<file path="config.mk">
export PLATFORM = sky130hd
export DESIGN_NAME = button_input_16_flat
export DESIGN_NICKNAME = d
export VERILOG_FILES = /design/src/rtl/button_input_16_if.sv /design/src/rtl/button_input_16.sv /design/src/flat_wrapper.sv
export SDC_FILE = /design/constraint.sdc
export NUM_CORES = 1
export LEC_CHECK = 0
export ABC_CLOCK_PERIOD_IN_PS = 32100
export CORE_MARGIN = 2
export CORE_UTILIZATION = 45
export DETAILED_ROUTE_END_ITERATION = 12
export DONT_BUFFER_PORTS = 1
export PLACE_DENSITY = 0.72
export SETUP_SLACK_MARGIN = 0.5
export SLEW_MARGIN = 30
export SYNTH_ARGS = -nofsm -noshare
export SYNTH_HDL_FRONTEND = slang
export SYNTH_SLANG_ARGS = --single-unit
</file>
<file path="constraint.sdc">
create_clock -name clk -period 32.1 [get_ports clk]
set_clock_uncertainty 0.1 [all_clocks]
set_input_delay 1.605 -clock clk [delete_from_list [all_inputs] [get_ports clk]]
set_output_delay 1.605 -clock clk [all_outputs]
set_load 0.03 [all_outputs]
</file>
<file path="src/rtl/button_input_16_if.sv">
// CPU data-bus connection for the switch/button input controller.
interface button_input_16_if;
   logic [15:0] addr;
   logic [15:0] data_in;
   logic [15:0] data_out;
   logic        we;

   modport master (output addr, output data_in, output we, input data_out);
   modport slave  (input addr, input data_in, input we, output data_out);
endinterface

</file>
<file path="src/rtl/button_input_16.sv">
// Synchronized, debounced Basys3 switches/buttons with sticky W1C press/release events and maskable irq.
// Optional macro BTN_AUTOREPEAT_EN: held buttons re-raise press events every REPEAT_COUNT clocks.
module button_input_16 #(
   parameter logic [15:0] BASE_ADDR    = 16'h1000,
   parameter int unsigned DB_COUNT     = 50000,
   parameter int unsigned REPEAT_COUNT = 25000000
) (
   input  logic               clk,
   input  logic               reset,
   button_input_16_if.slave   bus,
   input  logic [15:0]        sw,
   input  logic [4:0]         btn,
   output logic               irq
);

   localparam int unsigned     NIN    = 21;
   localparam int unsigned     DB_W   = $clog2(DB_COUNT);
   localparam logic [DB_W-1:0] DB_MAX = DB_W'(DB_COUNT - 1);

   logic [NIN-1:0] w_raw;
   logic [NIN-1:0] r_s1;
   logic [NIN-1:0] r_s2;
   logic [NIN-1:0] w_deb;
   logic [4:0]     w_deb_btn;
   logic [4:0]     r_deb_d;
   logic [4:0]     w_rep_set;
   logic [4:0]     w_set_press;
   logic [4:0]     w_set_rel;
   logic [4:0]     w_clr_press;
   logic [4:0]     w_clr_rel;
   logic [4:0]     r_press;
   logic [4:0]     r_rel;
   logic [4:0]     r_mask;
   logic           r_irq;
   logic           w_sel;
   logic           w_wr;
   logic           w_unused;

   assign w_raw = {btn, sw};

   // NOTE: sequential state uses non-blocking assignments so every flop samples pre-edge values.
   always_ff @(posedge clk or posedge reset) begin
      if (reset) begin
         r_s1 <= '0;
         r_s2 <= '0;
      end else begin
         r_s1 <= w_raw;
         r_s2 <= r_s1;
      end
   end

   // Per-bit debounce: the synchronized value must disagree for DB_COUNT consecutive clocks.
   for (genvar g = 0; g < NIN; g++) begin : g_db
      logic [DB_W-1:0] r_cnt;
      logic            r_deb_bit;

      always_ff @(posedge clk or posedge reset) begin
         if (reset) begin
            r_cnt     <= '0;
            r_deb_bit <= 1'b0;
         end else if (r_s2[g] == r_deb_bit) begin
            r_cnt <= '0;
         end else if (r_cnt == DB_MAX) begin
            r_deb_bit <= r_s2[g];
            r_cnt     <= '0;
         end else begin
            r_cnt <= r_cnt + 1'b1;
         end
      end

      assign w_deb[g] = r_deb_bit;
   end

   assign w_deb_btn = w_deb[20:16];

`ifdef BTN_AUTOREPEAT_EN
   localparam int unsigned      REP_W   = $clog2(REPEAT_COUNT);
   localparam logic [REP_W-1:0] REP_MAX = REP_W'(REPEAT_COUNT - 1);

   for (genvar g = 0; g < 5; g++) begin : g_rep
      logic [REP_W-1:0] r_rep;

      always_ff @(posedge clk or posedge reset) begin
         if (reset) begin
            r_rep <= '0;
         end else if (!w_deb_btn[g] || r_rep == REP_MAX) begin
            r_rep <= '0;
         end else begin
            r_rep <= r_rep + 1'b1;
         end
      end

      assign w_rep_set[g] = w_deb_btn[g] && (r_rep == REP_MAX);
   end
`else
   assign w_rep_set = '0;
`endif

   assign w_sel = (bus.addr[15:8] == BASE_ADDR[15:8]);
   assign w_wr  = bus.we && w_sel;

   assign w_set_press = (w_deb_btn & ~r_deb_d) | w_rep_set;
   assign w_set_rel   = ~w_deb_btn & r_deb_d;
   assign w_clr_press = (w_wr && bus.addr[7:0] == 8'h04) ? bus.data_in[4:0] : 5'b0;
   assign w_clr_rel   = (w_wr && bus.addr[7:0] == 8'h06) ? bus.data_in[4:0] : 5'b0;

   // Set is OR-ed in after the clear so a simultaneous set wins.
   always_ff @(posedge clk or posedge reset) begin
      if (reset) begin
         r_deb_d <= '0;
         r_press <= '0;
         r_rel   <= '0;
         r_mask  <= '0;
         r_irq   <= 1'b0;
      end else begin
         r_deb_d <= w_deb_btn;
         r_press <= (r_press & ~w_clr_press) | w_set_press;
         r_rel   <= (r_rel & ~w_clr_rel) | w_set_rel;
         r_irq   <= |(r_press & r_mask);
         if (w_wr && bus.addr[7:0] == 8'h08) begin
            r_mask <= bus.data_in[4:0];
         end
      end
   end

   assign irq = r_irq;

   // NOTE: default assigned first so no path through the case leaves data_out latched.
   always_comb begin
      bus.data_out = '0;
      if (w_sel) begin
         case (bus.addr[7:0])
            8'h00:   bus.data_out = w_deb[15:0];
            8'h02:   bus.data_out = {11'b0, w_deb_btn};
            8'h04:   bus.data_out = {11'b0, r_press};
            8'h06:   bus.data_out = {11'b0, r_rel};
            8'h08:   bus.data_out = {11'b0, r_mask};
            default: bus.data_out = '0;
         endcase
      end
   end

   assign w_unused = &{1'b0, bus.data_in[15:5]};

endmodule

</file>
<file path="src/flat_wrapper.sv">
// flat-port wrapper written by rule: the top's interface ports become plain ports
module button_input_16_flat 
#(
   parameter logic [15:0] BASE_ADDR    = 16'h1000,
   parameter int unsigned DB_COUNT     = 50000,
   parameter int unsigned REPEAT_COUNT = 25000000
)
  (clk, reset, sw, btn, irq, bus_addr, bus_data_in, bus_we, bus_data_out);
  button_input_16_if bus_i ();
  input  logic clk;
  input  logic reset;
  input  logic [15:0] sw;
  input  logic [4:0] btn;
  output logic irq;
  input wire logic [$bits(bus_i.addr)-1:0] bus_addr;
  input wire logic [$bits(bus_i.data_in)-1:0] bus_data_in;
  input wire logic [$bits(bus_i.we)-1:0] bus_we;
  output wire logic [$bits(bus_i.data_out)-1:0] bus_data_out;
  assign bus_i.addr = bus_addr;
  assign bus_i.data_in = bus_data_in;
  assign bus_i.we = bus_we;
  assign bus_data_out = bus_i.data_out;
  button_input_16 #(.BASE_ADDR(BASE_ADDR), .DB_COUNT(DB_COUNT), .REPEAT_COUNT(REPEAT_COUNT)) u_core (.clk(clk), .reset(reset), .bus(bus_i), .sw(sw), .btn(btn), .irq(irq));
endmodule
</file>
After elaboration in Yosys (flattened, before gate mapping)
Index checks and enable logic that the tools add are counted.
{ "totals": {"elab_cells": 222, "regBits": 420, "in_bits": 56, "output_inout_bits": 17} }
{ "classes": {"add_sub_neg": 21, "muxes": 46, "bitwise": 32, "n_eq_ne": 47, "reduce_logical": 27} }
{ "ops": {"columns": ["operator", "n"], "rows": [
  ["16-bit two-way mux", 43],
  ["16-bit by 1-bit adder with 16-bit output, second input constant", 21],
  ["16-bit equality test, second input constant", 21],
  ["16-bit case mux with 5 select lines", 1],
  ["2-bit AND reduction", 21],
  ["5-bit AND", 5],
  ["1-bit equality test", 21],
  ["1-bit NOT", 21],
  ["5-bit NOT", 4],
  ["8-bit by 3-bit equality test with 1-bit output, second input constant", 2],
  ["5-bit two-way mux", 2],
  ["5-bit bitwise OR", 2],
  ["8-bit by 2-bit equality test with 1-bit output, second input constant", 1],
  ["8-bit by 4-bit equality test with 1-bit output, second input constant", 1],
  ["8-bit by 5-bit equality test with 1-bit output, second input constant", 1],
  ["8-bit zero test", 1],
  ["5-bit OR reduction", 1],
  ["1-bit logical AND", 4]
]} }

Depth between registers and ports, before layout
Gate-level depths: netlist (run 1).
{ "logic_depth": {"depth_word": 7, "mapped_depth": 6, "depth_no_buf": 5} }

Least setup slack after synthesis (run 1)
Ideal clock, no wire load.
{ "synth_path": {"path_type": "input -> output", "startpoint": "in bus_addr[0]", "endpoint": "out bus_data_out[10]", "path_slack_ns": 27.232, "path_buffers": 1, "cell_stages": 5, "t_arrival_ns": 3.163, "required_time_ns": 30.395, "path_cell_list": "or4_4 -> or3_1 -> nor4_2 -> buf_2 -> and2_1"} }
{ "synth_via": {"elab_chain_cells": 3, "elab_cells_between_ends": 7, "cone_classes": "4 x eq/ne; 2 x mux; 1 x reduce/logical"} }
{ "synth_lines": {"columns": ["item", "line_no", "source"], "rows": [
  ["from (decl)", "flat_wrapper.sv:15", "input wire logic [$bits(bus_i.addr)-1:0] bus_addr;"],
  ["8-bit by 4-bit equality test with 1-bit output, or another cell as far along", "button_input_16.sv:132", "case (bus.addr[7:0])"],
  ["16-bit case mux with 5 select lines (*)", "button_input_16.sv:132", null],
  ["16-bit two-way mux (*)", "button_input_16.sv:131", "if (w_sel) begin"],
  ["to (decl)", "flat_wrapper.sv:18", "output wire logic [$bits(bus_i.data_out)-1:0] bus_data_out;"]
]} }
Every way passes the cells marked *; elsewhere a longest branch is shown, timed or not.

Final worst setup path (run 1)
Ends and elaborated chain as after synthesis.

==> results, run 1 <==
- The part of the power in the clock network is 0.487.
- The critical path's slowest cell is sky130_fd_sc_hd__nor4_4.
- The reported net switching power is approximately 240 uW.
- The worst slew slack as a fraction of its limit is 0.393.
- The largest driver fanout on the critical path is 7.
- The ratio of total power to cell area is 52.1 nW/um^2.
- The clock net in this run drives a total of 420 sinks.
- The wire-length estimate of the detail-placed layout is 23,600 um.
- The combinational share of power is 0.030.
- Cell internal power was estimated by the tool at 887 uW.
- The top-level port count is 73.
- After technology mapping, the gate count stands at 1,884.
- The number of pins with negative max-slew slack in the final report is 0.
- The floorplan die width is 212 um.
- The startpoint identified for the worst register-to-register timing path is u_core.g_db[10].r_cnt[12].
- The worst reg2reg path endpoint is u_core.g_db[10].r_cnt[13].
- Among cell families on the critical path, the largest total delay comes from simple AND/OR/NAND/NOR gates.
- The via count of the first global-routing pass is 13,400.
- The share of total power dissipated in sequential elements is 0.483.
- The number of hold-slack violations in the final timing report was 0.
- The antenna diode instance count is 0.
- The leakage power summed over all cells is approximately 8.7 nW.
- The first routing iteration left 1,021 violations.
- The setup violation total in the final timing report is 0.
- The insertion delay of the later-clocked pin in the worst-skew pair is 580 ps.
- The worst setup path is launched from a primary input.
- The critical path in this run is classified as in -> out.
- Detailed routing placed a total of 1480 um of wire on met3.
- In the routed design, unresolved DRC markers number 0.
- Traced cell by cell, the critical path runs through or4_4, or3_1, nor4_4, buf_4, and2_1.
- The iteration count of the initial detailed-routing pass is 7.
- The number of levels the H-tree was split into is 2.
- The root buffer cell is sky130_fd_sc_hd__clkbuf_16.
- The highest layer used for signal routing is met4.
- In this run, synthesis produced a sequential element count of 420.
- The number of violations of the max-capacitance limit is 0.
- STA classifies the critical path endpoint as an output port.
- Of the cells placed in the final design, the portion with a size suffix greater than 1 is 0.0790.
- The TritonCTS buffer count is 46.
- The hold buffer count at cts is 0.
- In this run the mean area of a mapped cell was between 10 and 15 um^2.
- Across every metal layer, demand over resource in global routing totals 0.169.
- For the worst flop-to-flop path, the logic depth is 5.
- The initial antenna violation count is 1.
- The amount of wire on met2 after detailed routing is 17,100 um.
- The worst hold path terminates at u_core.r_s2[19].
- The net count reported at finish is ~2,000.
- The global placer's final weighted congestion is 0.831.
- The worst slack on hold paths is 247 ps.
- Dividing the detail-routed wire length by the instance count gives 14.4 um.
- Adding up every negative setup slack in the final design gives 0 ps.
- The register clock-pin slew on the reported worst setup and hold paths is 60 ps.
- The total buffers and inverters traversed by the critical path is 1.
- The floorplan die height is 212 um.
- The path class of the tightest hold or removal check is reg -> reg.
- The run finished with clean final reports.
- The post-synthesis instance area is 19,400 um^2.
- In this run the most critical hold path is launched from u_core.r_s1[19].
- The cell depth of the worst min-delay path is 0.
- The number of nets produced by synthesis is 1,961.
- The number of vias after detailed routing is 13,400.
- The count of antenna-violating nets left after detailed routing is 0.
- The part of the Yosys area used for sequential elements is 0.542.
- The routed metal-1 wire length is 16,600 um.
- For this run, the top clock speed supported by timing is 180 MHz.
- The post-CTS setup buffer count is 0.
- The endpoint required time on the critical path is 30,400 ps.
- The arrival time of data at the critical path endpoint is 3860 ps.
- The final wirelength is 36,000 um.
- Compared with the post-synthesis result, the final layout area differs by 12.2%.
- Counting along the longest clock path gives a buffer depth of 3.
- The wire length of the first global-routing pass is between 60,000 and 70,000 um.
- The count of flip-flops with a built-in enable after synthesis is 0.
- Across the VDD grid, the largest voltage drop is 39.9 uV.
- Once the clock tree was built, the resizer swapped 0 gates to a different size.
- TritonCTS built the clock tree.
- Setup repair after global routing left no endpoint under its margin.
- The final period utilization is 0.173.
- For this configuration, the core starts out at a cell density of 0.453.
- For this run, the leading register cell type out of synthesis is sky130_fd_sc_hd__dfrtp_1.
- After synthesis, the share of flip-flops with an asynchronous set or reset is 1.00.
- After synthesis, the netlist uses 43 different library cells.
- The per-cell via count in the routed design is approximately 5.3.
- The delay contributed by the slowest stage of the critical path is 690 ps.
- The slew of the pin with the lowest slew margin is approximately 900 ps.
- The overall overflow remaining after global route is 0.
- The number of port buffers is 0.
- The share of total power consumed by net switching is 0.216.
- The number of synthesis warnings is 0.
- In this run the register-to-register setup slack is ~30,000 ps.
- Entering global routing, the biggest net connects about 180 pins.
- In this run the standard cell core region covers ~43,000 um^2.
- The number of inserted filler cells in the final layout is 3,768.
- The die area is 44,700 um^2.
- The clock period could shrink to between 5000 and 6000 ps.
- The floorplan has 76 rows.
registers in the layout, summed over array words and instances, names as in the netlist:
| name | cells |
|---|---|
| u_core.g_db.r_cnt | 336 |
| u_core.g_db.r_deb_bit | 21 |
| u_core.irq | 1 |
| u_core.r_deb_d | 5 |
| u_core.r_mask | 5 |
| u_core.r_press | 5 |
| u_core.r_rel | 5 |
| u_core.r_s1 | 21 |
| u_core.r_s2 | 21 |
synthesized netlist by cell type, types with 3 or more instances:
cell,number,area [um^2]
sky130_fd_sc_hd__nor4_1,113,707
sky130_fd_sc_hd__nor2_1,431,1620
sky130_fd_sc_hd__nand3_1,111,556
sky130_fd_sc_hd__nor3_1,63,315
sky130_fd_sc_hd__or3b_1,5,43.8
sky130_fd_sc_hd__inv_1,88,330
sky130_fd_sc_hd__o41ai_4,3,82.6
sky130_fd_sc_hd__a22oi_1,6,45.0
sky130_fd_sc_hd__xnor2_1,263,2300
sky130_fd_sc_hd__nor4b_1,11,96.3
sky130_fd_sc_hd__or3_1,9,56.3
sky130_fd_sc_hd__ha_1,21,263
sky130_fd_sc_hd__o21ai_0,11,55.1
sky130_fd_sc_hd__a22o_1,5,43.8
sky130_fd_sc_hd__mux4_2,5,113
sky130_fd_sc_hd__buf_2,22,110
sky130_fd_sc_hd__mux2_2,25,282
sky130_fd_sc_hd__xor2_1,50,438
sky130_fd_sc_hd__nand4_1,67,419
sky130_fd_sc_hd__nand3b_1,12,90.1
sky130_fd_sc_hd__o41ai_2,16,260
sky130_fd_sc_hd__and2_1,15,93.8
sky130_fd_sc_hd__dfrtp_1,420,10500
sky130_fd_sc_hd__nand2_1,85,319
sky130_fd_sc_hd__clkbuf_1,3,11.3
final cells by class:
cell class                      instances  area [um^2]  area share
Sequential cell                       420        10500       0.483
Multi-Input combinational cell       1350         8420       0.387
Clock buffer                           65         1330      0.0613
Tap cell                              546          683      0.0314
Inverter                               88          338      0.0155
Clock inverter                         19          264      0.0121
Timing Repair Buffer                   21          194     0.00892
per-layer routing:
metal | global-route usage | vias up
li1 | - | 6514
met1 | 0.229 | 6635
met2 | 0.275 | 215
met3 | 0.0269 | 57
met4 | 0.0588 | 0
met5 | 0 | -
layout by cell type (no fill, tap or decap), types with 6 or more instances in the layout:
cell,synthesis,final
sky130_fd_sc_hd__clkbuf_16,0,46
sky130_fd_sc_hd__o41ai_2,16,16
sky130_fd_sc_hd__nor2_1,431,431
sky130_fd_sc_hd__mux2_2,25,25
sky130_fd_sc_hd__nand3b_1,12,12
sky130_fd_sc_hd__clkbuf_8,0,11
sky130_fd_sc_hd__nand2_1,85,85
sky130_fd_sc_hd__clkbuf_1,3,8
sky130_fd_sc_hd__ha_1,21,21
sky130_fd_sc_hd__and2_1,15,15
sky130_fd_sc_hd__nor4b_1,11,11
sky130_fd_sc_hd__buf_4,0,18
sky130_fd_sc_hd__xor2_1,50,50
sky130_fd_sc_hd__xnor2_1,263,263
sky130_fd_sc_hd__nor3_1,63,62
sky130_fd_sc_hd__o21ai_0,11,11
sky130_fd_sc_hd__nor4_1,113,113
sky130_fd_sc_hd__nand4_1,67,67
sky130_fd_sc_hd__dfrtp_1,420,420
sky130_fd_sc_hd__nand3_1,111,111
sky130_fd_sc_hd__bufinv_16,0,6
sky130_fd_sc_hd__or3_1,9,9
sky130_fd_sc_hd__a22oi_1,6,6
sky130_fd_sc_hd__inv_1,88,87
sky130_fd_sc_hd__clkinv_2,0,10
power by group through the flow:
stage,Clock [mW],Combinational [mW],Sequential (mW)
2_1_floorplan,0,0.0272,0.554
3_3_place_gp,0,0.0339,0.555
3_5_place_dp,0,0.0349,0.556
4_1_cts,0.569,0.0351,0.546
5_1_grt,0.592,0.0406,0.548
6_report,0.551,0.0341,0.546
cell families after synthesis:
kind of cell	after synthesis	synth area share
XOR/XNOR	313	0.141
multiplexers	31	0.0211
buffers and inverters	114	0.0239
adder cells (fa/ha/maj)	21	0.0136
AO/OA/AOI/OAI	46	0.0270
AND/OR/NAND/NOR	939	0.231
flip-flops	420	0.542
metrics by stage:
step	total power [mW]	util	setup WS [ps]	instances	instance area [um^2]
global placement	0.589	0.470	26470	2424	20100
floorplan	0.582	-	18700	1884	19400
CTS	1.15	0.507	26470	2508	21700
finish	1.13	0.508	26540	2509	21700
detailed placement	0.591	0.470	26460	2424	20100
global route	1.18	0.508	26420	2509	21700
worst max-delay path by stage:
| stage | startpoint | endpoint | slack [ps] | cells past startpoint |
|---|---|---|---|---|
| after floorplan | reset | u_core.g_db[0].r_cnt[0] | 18700 | 1 |
| after global placement | bus_addr[0] | bus_data_out[10] | 26470 | 5 |
| after detailed placement | bus_addr[0] | bus_data_out[6] | 26460 | 5 |
| after CTS | bus_addr[0] | bus_data_out[6] | 26470 | 5 |
| after global routing | bus_addr[0] | bus_data_out[7] | 26420 | 5 |
| final | bus_addr[0] | bus_data_out[10] | 26540 | 5 |
Note: power is estimated with default switching activity, not from simulation.
==> run 2, diff against run 1 <==
--- a/config.mk
+++ b/config.mk
@@ -5,7 +5,7 @@
 export SDC_FILE = /design/constraint.sdc
 export NUM_CORES = 1
 export LEC_CHECK = 0
-export ABC_CLOCK_PERIOD_IN_PS = 32100
+export ABC_CLOCK_PERIOD_IN_PS = 5800
 export CORE_MARGIN = 2
 export CORE_UTILIZATION = 45
 export DETAILED_ROUTE_END_ITERATION = 12
==> constraint.sdc (replaced) <==
create_clock -name clk -period 5.8 [get_ports clk]
set_clock_uncertainty 0.1 [all_clocks]
set_input_delay 0.29 -clock clk [delete_from_list [all_inputs] [get_ports clk]]
set_output_delay 0.29 -clock clk [all_outputs]
set_load 0.03 [all_outputs]
==> run 2 against run 1 <==
Compared with the run above:
- sequential share of layout area decreased by 0.57 points
- largest cell class unchanged
- non-clock buffer count increased by 28
- setup slack got worse by 24000 ps
- critical path depth decreased by 1
- largest power group unchanged
- sequential power increased to 5.5 times the previous value
- first-iteration DRC count decreased by 19%
- cell area increased by 1.2%
- utilization increased by 0.60 points
- highest routed layer unchanged
- count of clock-buffer cells in the layout decreased by 11
- critical path type unchanged
- flip-flop and latch count unchanged
- wire length decreased by 0.47%
==> results, run 2 (synthesis results as in run 1) <==
- The remaining routing DRC violations is 0.
- The number of pins with negative max-slew slack in the final report is 0.
- Measured along the x axis, the die boundary spans 212 um.
- The iteration count of the initial detailed-routing pass is 5.
- The final wirelength is 35,800 um.
- Setup repair after global routing left no endpoint under its margin.
- Once placement finished, the instance area stood at 20,100 um^2.
- The number of violations of the max-capacitance limit is 0.
- The setup violation total in the final timing report is 0.
- Entering global routing, the biggest net connects 153 pins.
- The clock passes through at most 3 buffers.
- The share of total power dissipated in the clock network is 0.485.
- In this run the vertical extent of the chip is 212 um.
- At the pin with the least slew margin, the transition time is a little under 900 ps.
- After detailed routing, the number of vias per cell comes to 5.32.
- The total negative slack for setup checks is 0 ps.
- The count of antenna-violating nets left after detailed routing is 0.
- The net count reported at finish is around 2,000.
- The post-CTS setup buffer count is 0.
- The initial standard-cell utilization of the core is 0.453.
- The area of the core is 42,800 um^2.
- The number of levels the H-tree was split into is 2.
- Clock-pin slew was measured on the worst setup and hold paths at 60 ps.
- From synthesis to final layout, the design area changed by 13.5%.
- Port buffering added 0 buffers.
- STA puts the critical path data required time at 5410 ps.
- The cell internal power dissipation is 4.89 mW.
- The insertion delay of the later-clocked pin in the worst-skew pair is 580 ps.
- The class of the most critical hold timing path is in -> reg.
- The reported net switching power is ~1.4 mW.
- The routed layout has 13,500 vias.
- Walking the worst path, the cells encountered are or4_4, or3_1, nand3b_1, nor2_1.
- The leakage power summed over all cells is 8.78 nW.
- The count of clock tree sinks is 420.
- The worst slew slack as a fraction of its limit is 0.406.
- Buffers inserted to repair hold after CTS numbered 28.
- The flow ran to the end, and the final reports show no timing, DRC or antenna violations.
- The global placer's final weighted congestion is 0.836.
- The first global-routing pass estimated 62,600 um of wire.
- The via count of the first global-routing pass is 13,500.
- STA classifies the critical path startpoint as a primary input.
- Global routing finished with a remaining overflow of 0.
- In this run the worst path has a maximum fanout of 5.
- The total buffers and inverters traversed by the critical path is 0.
- After filler insertion, the fill cell instance count of the layout stands at 3,753.
- Power spread over the standard cell area amounts to between 200 and 300 nW/um^2.
- The average routed wire per standard cell is 14.1 um.
- The library cells used most frequently in the layout, excluding fill and tap cells, are sky130_fd_sc_hd__nor2_1, sky130_fd_sc_hd__dfrtp_1, sky130_fd_sc_hd__xnor2_1.
- Clock tree synthesis inserted a total of 46 buffers.
- Of the total power, the share spent switching nets is 0.219.
- TritonCTS built the clock tree.
- Data arrives at the worst endpoint at between 2000 and 2500 ps.
- After layout, the minimum clock period comes to 2810 ps.
- The number of hold-slack violations in the final timing report is 0.
- The die area is 44,700 um^2.
- The overall fraction of global-route tracks in use is 0.167.
- For this design the top-level I/O count stands at 73.
- The number of gates resized after CTS was 0.
- The peak ir drop on the vdd network is 402 uV.
- The share of cells above drive strength 1 is 0.0794.
- The repair_antennas step left the layout with diodes totalling 0.
- The root buffer cell is sky130_fd_sc_hd__clkbuf_16.
- The number of cell rows is 76.
- On the critical path, the stage with the largest delay is an instance of sky130_fd_sc_hd__nor2_1.
- The critical path class is in -> out.
- The register with the most flip-flops in the layout has approximately 340 of them.
- The share of total power dissipated in sequential elements is 0.483.
- The kind of cell adding the most delay to the critical path is simple AND/OR/NAND/NOR gates.
- For this run, the slowest stage of the critical path takes 800 ps.
- The most common cell after layout, fill and taps aside is sky130_fd_sc_hd__nor2_1.
- The timing-limited maximum frequency is 356 MHz.
- The final period utilization is 0.484.
- The sum of net half-perimeters after detailed placement is 23,700 um.
- The initial antenna violation count is 0.
- The combinational share of power is 0.033.
- In this run, the number of DRC markers left after iteration 0 of detailed routing was 826.
- After routing the design area is between 20,000 and 25,000 um^2.
- The register name with the most flops is u_core.g_db.r_cnt.
- STA classifies the critical path endpoint as an output port.
[run 2: cell types whose count changed in the layout (fill, tap and decap cells not counted)]
cell                            delta
sky130_fd_sc_hd__inv_6             +2
sky130_fd_sc_hd__inv_8             -1
sky130_fd_sc_hd__buf_6             -1
sky130_fd_sc_hd__buf_4             +1
sky130_fd_sc_hd__bufinv_16         +1
sky130_fd_sc_hd__clkbuf_8          -6
sky130_fd_sc_hd__clkbuf_1          -5
sky130_fd_sc_hd__buf_16            -1
sky130_fd_sc_hd__clkinvlp_4        +6
sky130_fd_sc_hd__clkinv_4          +1
sky130_fd_sc_hd__buf_12            +1
sky130_fd_sc_hd__dlygate4sd3_1    +28
[run 2: tightest hold or removal path, cell delays in order]
cell and delay, ps:
sky130_fd_sc_hd__nor4bb_1 30, sky130_fd_sc_hd__nand4b_2 220, sky130_fd_sc_hd__o21ai_0 120, sky130_fd_sc_hd__o21ai_0 60
[run 2: stage by stage]
stage               hold slack [ps]  worst slack, ps  cells  utilization  total power [mW]
global placement               74.1             2940   2425        0.470              3.26
floorplan                       221             -256   1884            -              3.22
global route                   93.7             2920   2535        0.514              6.52
CTS                            61.2             2930   2535        0.514              6.37
finish                         84.8             2990   2535        0.514              6.26
detailed placement             70.5             2930   2425        0.470              3.27
[run 2: layout make-up]
class | count | area [um^2] | share of cell area
Clock buffer | 54 | 1230 | 0.0560
Sequential cell | 420 | 10500 | 0.478
Clock inverter | 28 | 358 | 0.0163
Timing Repair Buffer | 49 | 463 | 0.0210
Tap cell | 546 | 683 | 0.0311
Inverter | 88 | 334 | 0.0152
Multi-Input combinational cell | 1350 | 8420 | 0.383
[run 2: power by group through the flow]
stage | registers, mW | clock network, mW | logic (mW)
2_1_floorplan | 3.07 | 0 | 0.151
3_3_place_gp | 3.07 | 0 | 0.189
3_5_place_dp | 3.08 | 0 | 0.195
4_1_cts | 3.02 | 3.14 | 0.214
5_1_grt | 3.03 | 3.24 | 0.242
6_report | 3.02 | 3.04 | 0.205
[run 2: worst paths after layout]
check                                         start                  endpoint  slack [ps]  cells after the start
min reg2reg                         u_core.r_s1[20]           u_core.r_s2[20]         230                      0
max                                     bus_addr[0]           bus_data_out[4]        2990                      4
max reg2reg                u_core.g_db[11].r_cnt[0]  u_core.g_db[11].r_cnt[2]        3470                      5
max in group asynchronous                     reset   u_core.g_db[7].r_cnt[2]        4360                      3
min                                     bus_addr[6]           u_core.r_rel[0]          80                      4
min in group asynchronous                     reset  u_core.g_db[2].r_cnt[13]         100                      2
[run 2: routing by layer]
metal  vias up  track usage  part of all wire
li1       6572            -                 -
met1      6626        0.219              0.46
met2       220        0.279              0.47
met3        57       0.0350             0.046
met4         0       0.0495             0.023
met5         -            0                 0
==> run 3, diff against run 2 <==
--- a/config.mk
+++ b/config.mk
@@ -5,12 +5,13 @@
 export SDC_FILE = /design/constraint.sdc
 export NUM_CORES = 1
 export LEC_CHECK = 0
-export ABC_CLOCK_PERIOD_IN_PS = 5800
+export ABC_AREA = 1
+export ABC_CLOCK_PERIOD_IN_PS = 2500
 export CORE_MARGIN = 2
 export CORE_UTILIZATION = 45
 export DETAILED_ROUTE_END_ITERATION = 12
 export DONT_BUFFER_PORTS = 1
-export PLACE_DENSITY = 0.72
+export PLACE_DENSITY = 0.74
 export SETUP_SLACK_MARGIN = 0.5
 export SLEW_MARGIN = 30
 export SYNTH_ARGS = -nofsm -noshare
==> constraint.sdc (replaced) <==
create_clock -name clk -period 2.5 [get_ports clk]
set_clock_uncertainty 0.1 [all_clocks]
set_input_delay 0.125 -clock clk [delete_from_list [all_inputs] [get_ports clk]]
set_output_delay 0.125 -clock clk [all_outputs]
set_load 0.03 [all_outputs]
==> run 3 against run 2 <==
Compared with the run above:
- utilization grew 0.89 points
- cell count grew 35%
- via count grew 28%
- register-to-register slack lost 2600 ps
- non-clock buffer count grew 42
- hold slack lost 72 ps
- wire length grew 21%
- synthesized cell count grew 40%
- area after synthesis grew 8.9%
- critical path type is now in -> reg
==> results, run 3 <==
- Dividing the final minimum period by the clock period gives 0.754.
- The largest net degree at the start of global routing is 84.
- The overall fraction of global-route tracks in use is 0.185.
- The die is 221 um tall.
- The worst reg2reg path depth is 8.
- The post-route non-filler standard cell count is 3,420.
- The via count of the first global-routing pass is between 15,000 and 20,000.
- The critical path startpoint category is a primary input.
- Counting along the longest clock path gives a buffer depth of 3.
- The worst reg2reg path endpoint is u_core.g_db[19].r_cnt[3].
- The congestion estimate from routability-driven global placement came to roughly 0.93.
- The worst slew slack as a fraction of its limit is 0.644.
- The detailed router placed around 17,000 vias in this run.
- The number of synthesis warnings is 0.
- The portion of synthesized area spent on multiplexers is 0.
- The TritonCTS clock tree is done.
- The number of cell rows is 79.
- The iteration-0 DRC count of the detailed router is 1,146.
- Counting every sink on the clock net gives 420.
- The floorplan step defined a die boundary enclosing just under 50,000 um^2.
- The sum of net half-perimeters after detailed placement is around 30,000 um.
- Counting flops and latches in the post-synthesis netlist gives between 400 and 500.
- The count of antenna-violating nets left after detailed routing is 0.
- In the post-synthesis netlist, the biggest area contributors are sky130_fd_sc_hd__dfrtp_1, sky130_fd_sc_hd__nor2_1, sky130_fd_sc_hd__nand2_1.
- From synthesis to final layout, the design area changed by 15.2%.
- The combinational family with the most area after synthesis is simple AND/OR/NAND/NOR gates.
- Of the total synthesized cell area, the portion taken by XOR and XNOR cells is 0.0537.
- The iteration count of the initial detailed-routing pass is 5.
- Setup repair after global routing could not meet its margin everywhere.
- The peak ir drop on the vdd network is 574 uV.
- The critical path class is in -> reg.
- The timing-limited maximum frequency is 530 MHz.
- The number of hold-slack violations in the final timing report is 0.
- Of the total synthesized cell area, the portion taken by AND, OR, NAND and NOR gates is 0.356.
- Fill cells in the final layout number 4,185.
- The register with the most flip-flops in the layout has roughly 340 of them.
- The initial antenna violation count is 0.
- At the later pin of the worst-skew pair, clock insertion delay measures 560 ps.
- The most critical setup path has its endpoint at u_core.r_mask[4].
- The first global-routing pass estimated 75,600 um of wire.
- In this run the power density over the cells is 598 nW/um^2.
- The commonest cells after synthesis are sky130_fd_sc_hd__nor2_1, sky130_fd_sc_hd__nand2_1, sky130_fd_sc_hd__dfrtp_1.
- The number of violations of the max-capacitance limit is 0.
- The library cell occupying the most area in the post-synthesis netlist is sky130_fd_sc_hd__dfrtp_1.
- From left edge to right edge, the die measures 221 um.
- The final wirelength is roughly 43,000 um.
- Clock tree synthesis inserted a total of 45 buffers.
- At the pin with the least slew margin, the transition time is 532 ps.
- The area of the multi-input gates is 9370 um^2.
- The number of pins with negative max-slew slack in the final report is 0.
- The utilization after layout is 0.523.
- The share of the synthesized area in compound gates (AO/OA/AOI/OAI) is 0.0213.
- The total overflow left after global routing is 0.
- In this run, placement finished with an instance count of 3,276.
- The number of distinct standard cells referenced by the synthesized netlist is 38.
- The count of flip-flops with a built-in enable after synthesis is 0.
- The endpoint class of the critical path is a flip-flop.
- The H-tree was split into 2 levels.
- For this design the static power due to leakage is 10.7 nW.
- The per-cell via count in the routed design is 5.04.
- The post-synthesis adder-cell area fraction is 0.0125.
- The average routed wire per standard cell is between 10 and 15 um.
- The placed instance area is 22,100 um^2.
- The share of the Yosys chip area taken by registers is 0.498.
- In this run the tool buffered the top-level ports with 0 buffer cells.
- The sequential standard cell area is between 10,000 and 15,000 um^2.
- The arrival time of data at the critical path endpoint is 2280 ps.
- The area of the core is 46,500 um^2.
- The post-synthesis instance area is about 21,000 um^2.
- The share of cells above drive strength 1 is 0.0839.
- The register name with the most flops is u_core.g_db.r_cnt.
- The startpoint identified for the worst register-to-register timing path is u_core.g_db[19].r_cnt[0].
- The root buffer cell is sky130_fd_sc_hd__clkbuf_16.
- Yosys instantiated no cell more often than sky130_fd_sc_hd__nor2_1.
- The initial standard-cell utilization of the core is 0.454.
- The slack of the worst reg-to-reg path is 830 ps.
- The launch instance of the worst min-delay path is bus_addr[12].
- The flow ran to the end, and the final reports show no timing, DRC or antenna violations.
- The largest driver fanout on the critical path is 23.
- After the last flow step, the layout net total stands at 2,856.
- In this run the mean area of a mapped cell was 7.97 um^2.
- The time the worst path needs with I/O delays and setup is around 1900 ps.
- Once layout is done, the placed cells without fillers occupy 24,300 um^2.
- After detailed routing, the number of remaining DRC violations is 0.
- For this run, the leading register cell type out of synthesis is sky130_fd_sc_hd__dfrtp_1.
- Tracing the worst setup path back leads to its startpoint at bus_addr[5].
- Of the post-synthesis cell area, the dominant cell type holds 0.498.
- After technology mapping, the gate count stands at 2,647.
- The number of antenna diodes in the final layout is 0.
- After clock tree synthesis, the clock-pin slew on the worst setup and hold paths is 60 ps.
- The class of the most critical hold timing path is in -> reg.
- The setup violation total in the final timing report is 0.
- The endpoint required time on the critical path is 2900 ps.
- The most common cell after layout, fill and taps aside is sky130_fd_sc_hd__nor2_1.
- The share of flip-flops with an asynchronous set or reset is 1.00.
- The top-level port count is 73.
- The top cell types in the final layout, fill and taps aside, are sky130_fd_sc_hd__nor2_1, sky130_fd_sc_hd__nand2_1, sky130_fd_sc_hd__dfrtp_1.
- The number of nets produced by synthesis is approximately 2,700.
==> run 3: critical path: stages <==
cell                            delay (ps)
sky130_fd_sc_hd__nor2_1                 90
sky130_fd_sc_hd__nand2_1               240
sky130_fd_sc_hd__clkinv_4              240
sky130_fd_sc_hd__nand2_1               120
sky130_fd_sc_hd__nor2_4                190
sky130_fd_sc_hd__nand2_1                80
sky130_fd_sc_hd__dlygate4sd3_1         560
sky130_fd_sc_hd__nand2_1                80
sky130_fd_sc_hd__dlygate4sd3_1         550
==> run 3: final cells by class <==
cell class,count,area share
repair buffers,91,0.0368
flip-flops and latches,420,0.433
clock buffers,60,0.0520
well taps,607,0.0313
multi-input cells,1903,0.386
inverters,318,0.0495
clock inverters,21,0.0124
==> run 3: worst min-delay path by stage <==
stage,to,slack [ps],cells after the start
6_report,u_core.r_press[3],10,6
2_1_floorplan,u_core.r_s1[0],60,0
4_1_cts,u_core.r_s1[4],8,1
5_1_grt,u_core.r_press[1],20,6
3_3_place_gp,u_core.g_db[12].r_cnt[10],-30,1
3_5_place_dp,u_core.g_db[12].r_cnt[10],-30,1
==> run 3: repair_timing <==
action,CTS,global route
resized for setup,0,7
setup endpoints to repair,0,10
setup buffers,0,2
endpoints found under the hold margin,456,0
hold buffers,61,0
==> run 3: power by group <==
| part | switching (mW) | internal (mW) |
|---|---|---|
| combinational | 0.346 | 0.171 |
| clock | 2.74 | 4.27 |
| sequential | 0.0810 | 6.91 |
==> run 3: metrics by stage <==
step           setup slack (ps)  setup TNS [ps]  hold WS [ps]  power [mW]
6_report                    614               0          13.2        14.5
5_1_grt                     502               0          19.9        15.1
4_1_cts                     558               0          8.32        14.7
3_5_place_dp                718               0         -26.9        7.58
3_3_place_gp                748               0         -26.4        7.55
2_1_floorplan             -3390        -1424010          56.4        7.44
==> run 3: cell families after synthesis <==
family          Yosys count
compound gates           87
xor+xnor                126
fa+ha+maj                21
simple gates           1669
flops                   420
buf+inv                 324
==> run 3: metal layers <==
metal / routed length [um] / vias to the layer above / global-route usage
met3: 1800 / 70 / 0.0272
met1: 19700 / 8129 / 0.244
li1: - / 8723 / -
met5: 0 / - / 0
met2: 20800 / 328 / 0.316
met4: 915 / 0 / 0.0604
